`config.mk`:
```
export PLATFORM = sky130hd
export DESIGN_NAME = sam_in
export DESIGN_NICKNAME = d
export VERILOG_FILES = /design/src/rtl/sam_pkg.sv /design/src/rtl/sam_in_buf.sv /design/src/rtl/sam_in.sv
export SDC_FILE = /design/constraint.sdc
export NUM_CORES = 1
export LEC_CHECK = 0
export ABC_AREA = 1
export CORE_AREA = 2 2 103 105
export CTS_BUF_LIST = sky130_fd_sc_hd__clkbuf_8
export CTS_CLUSTER_DIAMETER = 100
export CTS_CLUSTER_SIZE = 24
export DETAILED_ROUTE_END_ITERATION = 12
export DIE_AREA = 0 0 105 107
export PLACE_DENSITY = 0.51
export SETUP_SLACK_MARGIN = 0.2
export SLEW_MARGIN = 20
export SYNTH_ARGS = -nofsm -noshare
export SYNTH_HDL_FRONTEND = slang
export SYNTH_SLANG_ARGS = --single-unit
```
`constraint.sdc`:
```
create_clock -name clk -period 5.6 [get_ports clk]
set_input_delay 1.12 -clock clk [delete_from_list [all_inputs] [get_ports clk]]
set_output_delay 1.12 -clock clk [all_outputs]
set_load 0.1 [all_outputs]
```
`src/rtl/sam_pkg.sv`:
```
// Shared SAM link definitions: receiver FSM states and default link widths.
package sam_pkg;

  localparam int unsigned SAM_WIDTH = 16;
  localparam int unsigned SAM_CNT_W = 10;

  typedef enum logic [1:0] {
    SYNC = 2'd0,
    IDLE = 2'd1,
    RECV = 2'd2
  } sam_state_e;

endpackage

```
`src/rtl/sam_in_buf.sv`:
```
// One-entry valid/ready holding register; a load into a full, stalled buffer
// is dropped and flagged with a one-cycle overrun pulse.
module sam_in_buf #(
  parameter int unsigned DW = 27
) (
  input  logic          clk,
  input  logic          reset,
  input  logic          load,
  input  logic [DW-1:0] load_data,
  input  logic          ready,
  output logic          valid,
  output logic [DW-1:0] data,
  output logic          overrun
);

  logic          valid_q, valid_d;
  logic [DW-1:0] data_q, data_d;
  logic          overrun_q, overrun_d;

  // A load wins over an accept of the old entry in the same cycle.
  always_comb begin
    valid_d   = valid_q;
    data_d    = data_q;
    overrun_d = 1'b0;
    if (load) begin
      if (!valid_q || ready) begin
        valid_d = 1'b1;
        data_d  = load_data;
      end else begin
        overrun_d = 1'b1;
      end
    end else if (valid_q && ready) begin
      valid_d = 1'b0;
    end
  end

  always_ff @(posedge clk or posedge reset) begin
    if (reset) begin
      valid_q   <= 1'b0;
      data_q    <= '0;
      overrun_q <= 1'b0;
    end else begin
      valid_q   <= valid_d;
      data_q    <= data_d;
      overrun_q <= overrun_d;
    end
  end

  assign valid   = valid_q;
  assign data    = data_q;
  assign overrun = overrun_q;

endmodule

```
`src/rtl/sam_in.sv`:
```
// SAM link receiver: deserialises msg/frame bursts into a right-aligned message
// and bit count, presented through a one-entry valid/ready buffer.
module sam_in
  import sam_pkg::*;
#(
  parameter int unsigned WIDTH = SAM_WIDTH,
  parameter int unsigned CNT_W = SAM_CNT_W
) (
  input  logic             clk,
  input  logic             reset,
  input  logic             msg,
  input  logic             frame,
  input  logic             ready,
  output logic             valid,
  output logic [WIDTH-1:0] mesgcd,
  output logic [CNT_W-1:0] cc,
  output logic             err,
  output logic             overrun,
  output logic             busy
);

  localparam int unsigned DW = WIDTH + CNT_W + 1;

  sam_state_e       state_q, state_d;
  logic [WIDTH-1:0] shift_q, shift_d;
  logic [CNT_W-1:0] count_q, count_d;
  logic             busy_q, busy_d;
  logic             commit_c;
  logic             err_c;
  logic [DW-1:0]    buf_data;

  assign err_c = (32'(count_q) > WIDTH);

  // SYNC swallows any burst already in flight when reset releases.
  always_comb begin
    state_d  = state_q;
    shift_d  = shift_q;
    count_d  = count_q;
    commit_c = 1'b0;
    unique case (state_q)
      SYNC: begin
        if (!frame) state_d = IDLE;
      end
      IDLE: begin
        if (frame) begin
          shift_d = WIDTH'(msg);
          count_d = CNT_W'(1);
          state_d = RECV;
        end
      end
      RECV: begin
        if (frame) begin
          shift_d = {shift_q[WIDTH-2:0], msg};
          if (count_q != {CNT_W{1'b1}}) count_d = count_q + CNT_W'(1);
        end else begin
          commit_c = 1'b1;
          state_d  = IDLE;
        end
      end
      default: state_d = SYNC;
    endcase
    busy_d = (state_d == RECV);
  end

  always_ff @(posedge clk or posedge reset) begin
    if (reset) begin
      state_q <= SYNC;
      shift_q <= '0;
      count_q <= '0;
      busy_q  <= 1'b0;
    end else begin
      state_q <= state_d;
      shift_q <= shift_d;
      count_q <= count_d;
      busy_q  <= busy_d;
    end
  end

  sam_in_buf #(
    .DW(DW)
  ) u_buf (
    .clk      (clk),
    .reset    (reset),
    .load     (commit_c),
    .load_data({shift_q, count_q, err_c}),
    .ready    (ready),
    .valid    (valid),
    .data     (buf_data),
    .overrun  (overrun)
  );

  assign {mesgcd, cc, err} = buf_data;
  assign busy = busy_q;

endmodule

```
# Word-level counts from Yosys, hierarchy flattened
# Index checks and enable logic that the tools add are counted.
[classes]
eq_ne = 8
n_reduce_logical = 11
mux = 17
n_div = 0
shift = 0
bitwise = 0
multipliers = 0
n_lt_le_gt_ge = 1
add_sub_neg = 1
[op_table]
columns = ["operator", "n"]
rows = [
  ["16-bit two-way mux", 2],
  ["16-bit one-hot mux with 2 select lines", 1],
  ["10-bit two-way mux", 3],
  ["10-bit one-hot mux with 2 select lines", 1],
  ["10-bit by 1-bit adder with 10-bit output (second input constant)", 1],
  ["10-bit by 5-bit greater-than comparator with 1-bit output (second input constant)", 1],
  ["10-bit != test (second input constant)", 1],
  ["1-bit two-way mux", 7],
  ["2-bit != test (second input constant)", 3],
  ["2-bit == test (second input constant)", 2],
  ["2-bit two-way mux", 2],
  ["2-bit one-hot mux with 2 select lines", 1],
  ["2-bit AND reduction", 2],
  ["4-bit AND reduction", 1],
  ["2-bit nonzero test", 2],
  ["3-bit AND reduction", 1],
  ["2-bit by 1-bit == test with 1-bit output (second input constant)", 1],
  ["2-bit zero test", 1],
  ["2-bit by 1-bit != test with 1-bit output (second input constant)", 1],
  ["2-bit OR reduction", 1],
  ["1-bit logical AND", 1],
  ["1-bit zero test", 1],
  ["1-bit logical OR", 1],
]
[totals]
input_bits = 5
mem_bits_rw = 0
regBits = 58
memories = 0
latchBits = 0
output_inout_bits = 30
elab_cells = 45
rom_bits = 0

# Longest topological paths before layout
[depth]
ltp_word = 4
depth_mapped = 8
mapped_depth_nobuf = 8

# Hierarchy
# Synthesis repeated with hierarchy kept, for this count alone.
[unflattened]
cells_unflattened = 283
area_unflattened_um2 = 2513.7
[modules_own_cells]
columns = ["module", "seq_area_each_um2", "instances", "area_each_um2", "cells_per_inst"]
rows = [
  ["sam_in", 725.7, 1, 1350.0, 158],
  ["sam_in_buf", 725.7, 1, 1163.6, 125],
]

# Worst setup path before layout
# Ideal clock, no wire load.
[synth_timing]
kind = "register to output"
from = "reg u_buf.data_q[0], in the netlist u_buf.data[0]"
to = "out err"
slack_ns = 3.582
arrival_time_ns = 0.898
path_stages_with_launch = 1
path_buffers = 0
cell_sequence = "dfrtp_1"
[synth_lines]
columns = ["item", "line", "rtl"]
rows = [
  ["start: declaration", "sam_in_buf.sv:17", "logic [DW-1:0] data_q, data_d;"],
  ["start signal: assignment", "sam_in_buf.sv:44", "data_q <= data_d;"],
  ["end: declaration", "sam_in.sv:17", "output logic err,"],
]
# No word-level cell between the ends.

# Final worst setup path
[layout_timing]
from = "reg u_buf.data_q[0], in the netlist u_buf.data[0]"
to = "out err"
# No word-level cell between the ends.

==> impl_metrics.yaml <==
finish:
  final_common_cell: "dfrtp_1"
  nets: 295
  final_util_pct: 31.2
  final_cell_mix: "dfrtp_1 (58), nand2_1 (54), clkdlybuf4s50_1 (34), o21ai_0 (31), inv_1 (28)"
  fill_cells: 1072
  final_cells: 429
  area_growth_pct: 27.9
  antenna_cells: 0
  final_layout_size_suffix_gt1_share_pct: 12.6
timing:
  skew_ns: 0.00696
  slew_headroom_pct: 34.6
  setup_ws_ns: 2.63
  fin_crit_sh_pct: 53.0
  hold_viol: 0
  rsz0062_at_grt: "false"
  finalSetupViolCount: 0
  worst_pin_slew_ns: 0.978
  fmax_ghz: 0.337
  slew_violations: 0
  finalSetupTns_ns: 0
  finalCriticalPeriod_ns: 2.97
critical_path:
  rrSetupSlack_ns: 3.83
  critical_path_class: "reg -> out"
  cp_num_cells: 1
  slowest_delay_ns: 1.14
  worstPathMaxFanout: 2
  cp-start-kind: "flop"
  critical_path.cell_chain: "clkdlybuf4s50_1"
  critical_path.top_delay_family: "buffers and inverters"
  crit_path_start: "u_buf.data[0]"
  worstReg2RegStart: "state_q[0]"
  reg2reg_depth: 4
  critPathRequiredTime_ns: 4.48
  worstReg2RegEnd: "u_buf.data[5]"
  worstPathArrival_ns: 1.85
  crit_buf_inv: 1
  critPathSlowestCell: "clkdlybuf4s50_1"
  critPathCaptureType: "primary output"
routing:
  drt_iter0_drc: 144
  routed_wl_mm: 4.95
  drtAntennaViolNets: 0
  post_drt_via_cell_ratio: 4.12
  wl_per_cell_um: 11.5
  route.detailed.drc: 0
  dr.pass1.iters: 4
  dr_total_vias: 1766
synth:
  ys_ff_latch: 58
  synth_mux_area_share_pct: 0
  syn_avg_cell_area_um2: 9.76
  synth_xor_area_share_pct: 0
  synth_top_family_by_area: "simple AND/OR/NAND/NOR gates"
  synthDistinctLibCells: 28
  yosys.area_share.simple_pct: 18.8
  synth_edf_count: 0
  netlist_instances: 252
  synth-adder-area-share_pct: 1.02
  ys_warn_count: 0
  netlist_area_um2: 2460
  syn_nets: 259
  synth_compound_area_share_pct: 13.3
  synthFlopType: "dfrtp_1"
  yosysSeqAreaShare_pct: 59.0
  synthArstFlopShare_pct: 100
place:
  io_buffers: 34
  place_congestion: 0.747
  post-dp-hpwl_mm: 3.35
  dp_cells: 413
  dp_slack_ns: 2.87
power:
  totalPowerFinal_uw: 1280
  ir_drop_mv: 0.136
  power_density_nw_per_um2: 407
  power.leakage_uw: 0.00135
flow_run:
  drv_cap: 0
worst_hold_path:
  hold_path_class: "reg -> reg"
  min_to: "u_buf.data[16]"
  hold_start: "u_buf.data[16]"
  min_path_cells: 2
clock_network:
  cts_buffers: 9
  cts_hold_buf: 0
  clockRootBuffer: "clkbuf_8"
  cts_tree: "yes"
  clock_path_buffers: 2
  htree_levels: 3
  cts.sinks: 58
  clock_latency_ns: 0.33
  cts_repair_resize_count: 0
  postCtsSetupBuffers: 0
  path_clk_slew_ns: 0.07
global_routing:
  gr-usage-all-layers_pct: 9.65
  grt_overflow: 0
  grt_pass1_wl_mm: 8.45
  antenna_found_initial: 0
  grt_max_degree: 59
  grt_pass1_vias: 1744
floorplan:
  die_h_um: 107
  fp-row-count: 37
  fp.dieW_um: 105
  start_util_pct: 24.4
  die_area_um2: 11200
  ios: 35
  core_area_um2: 10100
status:
  status: "finished clean"
## synth_stat cells (3+ instances only)
cell | instances | area share, %
buf_6 | 3 | 1.4
inv_1 | 29 | 4.4
nor2_1 | 7 | 1.1
o21ai_1 | 4 | 0.81
nand2_1 | 54 | 8.2
buf_2 | 5 | 1.0
dfrtp_1 | 58 | 59
o22ai_1 | 15 | 3.8
o21ai_0 | 31 | 6.3
nand2_4 | 3 | 1.4
nand3_1 | 12 | 2.4
nand4_1 | 4 | 1.0
o21ai_2 | 4 | 1.4
## cells by family (layout without fill, tap and decap cells)
logic type,Yosys count,after routing
buf+inv,42,83
simple gates,92,92
flops,58,58
fa+ha+maj,2,2
compound gates,58,58
## metal layers
metal	track usage, %	routed length, um	up-vias
met2	14.9	2420	31
met4	4.00	77	0
met3	3.77	233	8
li1	-	-	898
met5	0	0	-
met1	12.0	2220	829
## stage by stage
stage	hold WS (ns)	cell area [um2]
5_1_grt	0.504	3150
3_5_place_dp	0.473	2910
4_1_cts	0.490	3150
2_1_floorplan	0.479	2460
3_3_place_gp	0.470	2910
6_report	0.482	3150
## layout make-up
cell class	instances	area (um2)	share of cell area [%]
Clock buffer	12	165	5.25
Clock inverter	4	72.6	2.31
Inverter	32	123	3.90
Multi-Input combinational cell	152	816	25.9
Sequential cell	58	1450	46.1
Tap cell	136	170	5.41
Timing Repair Buffer	35	348	11.1
## how the worst max path moves through the flow
stage | end | slack, ns
4_1_cts | err | 2.60
5_1_grt | cc[8] | 2.58
6_report | err | 2.63
3_3_place_gp | u_buf.data[0] | 2.90
2_1_floorplan | busy | 3.05
3_5_place_dp | u_buf.data[2] | 2.87
## where the power goes
part           internal (uW)  switching (uW)  leakage, uW
clock network            286             160     0.000119
logic                   73.4             284     0.000445
registers                456            21.1     0.000787
## worst register-to-register path: cells and delay by family, from the launching register on
kind / cells / cell delay, ns
AND/OR/NAND/NOR: 3 / 1.06
AO/OA/AOI/OAI: 1 / 0.11
flip-flops: 1 / 0.46
## state kept, by name, summed over array words and instances (netlist names)
register       count
u_buf.data        27
shift_q           16
count_q           10
state_q            2
busy               1
u_buf.overrun      1
u_buf.valid        1
Power figures use the tool's default switching activity.
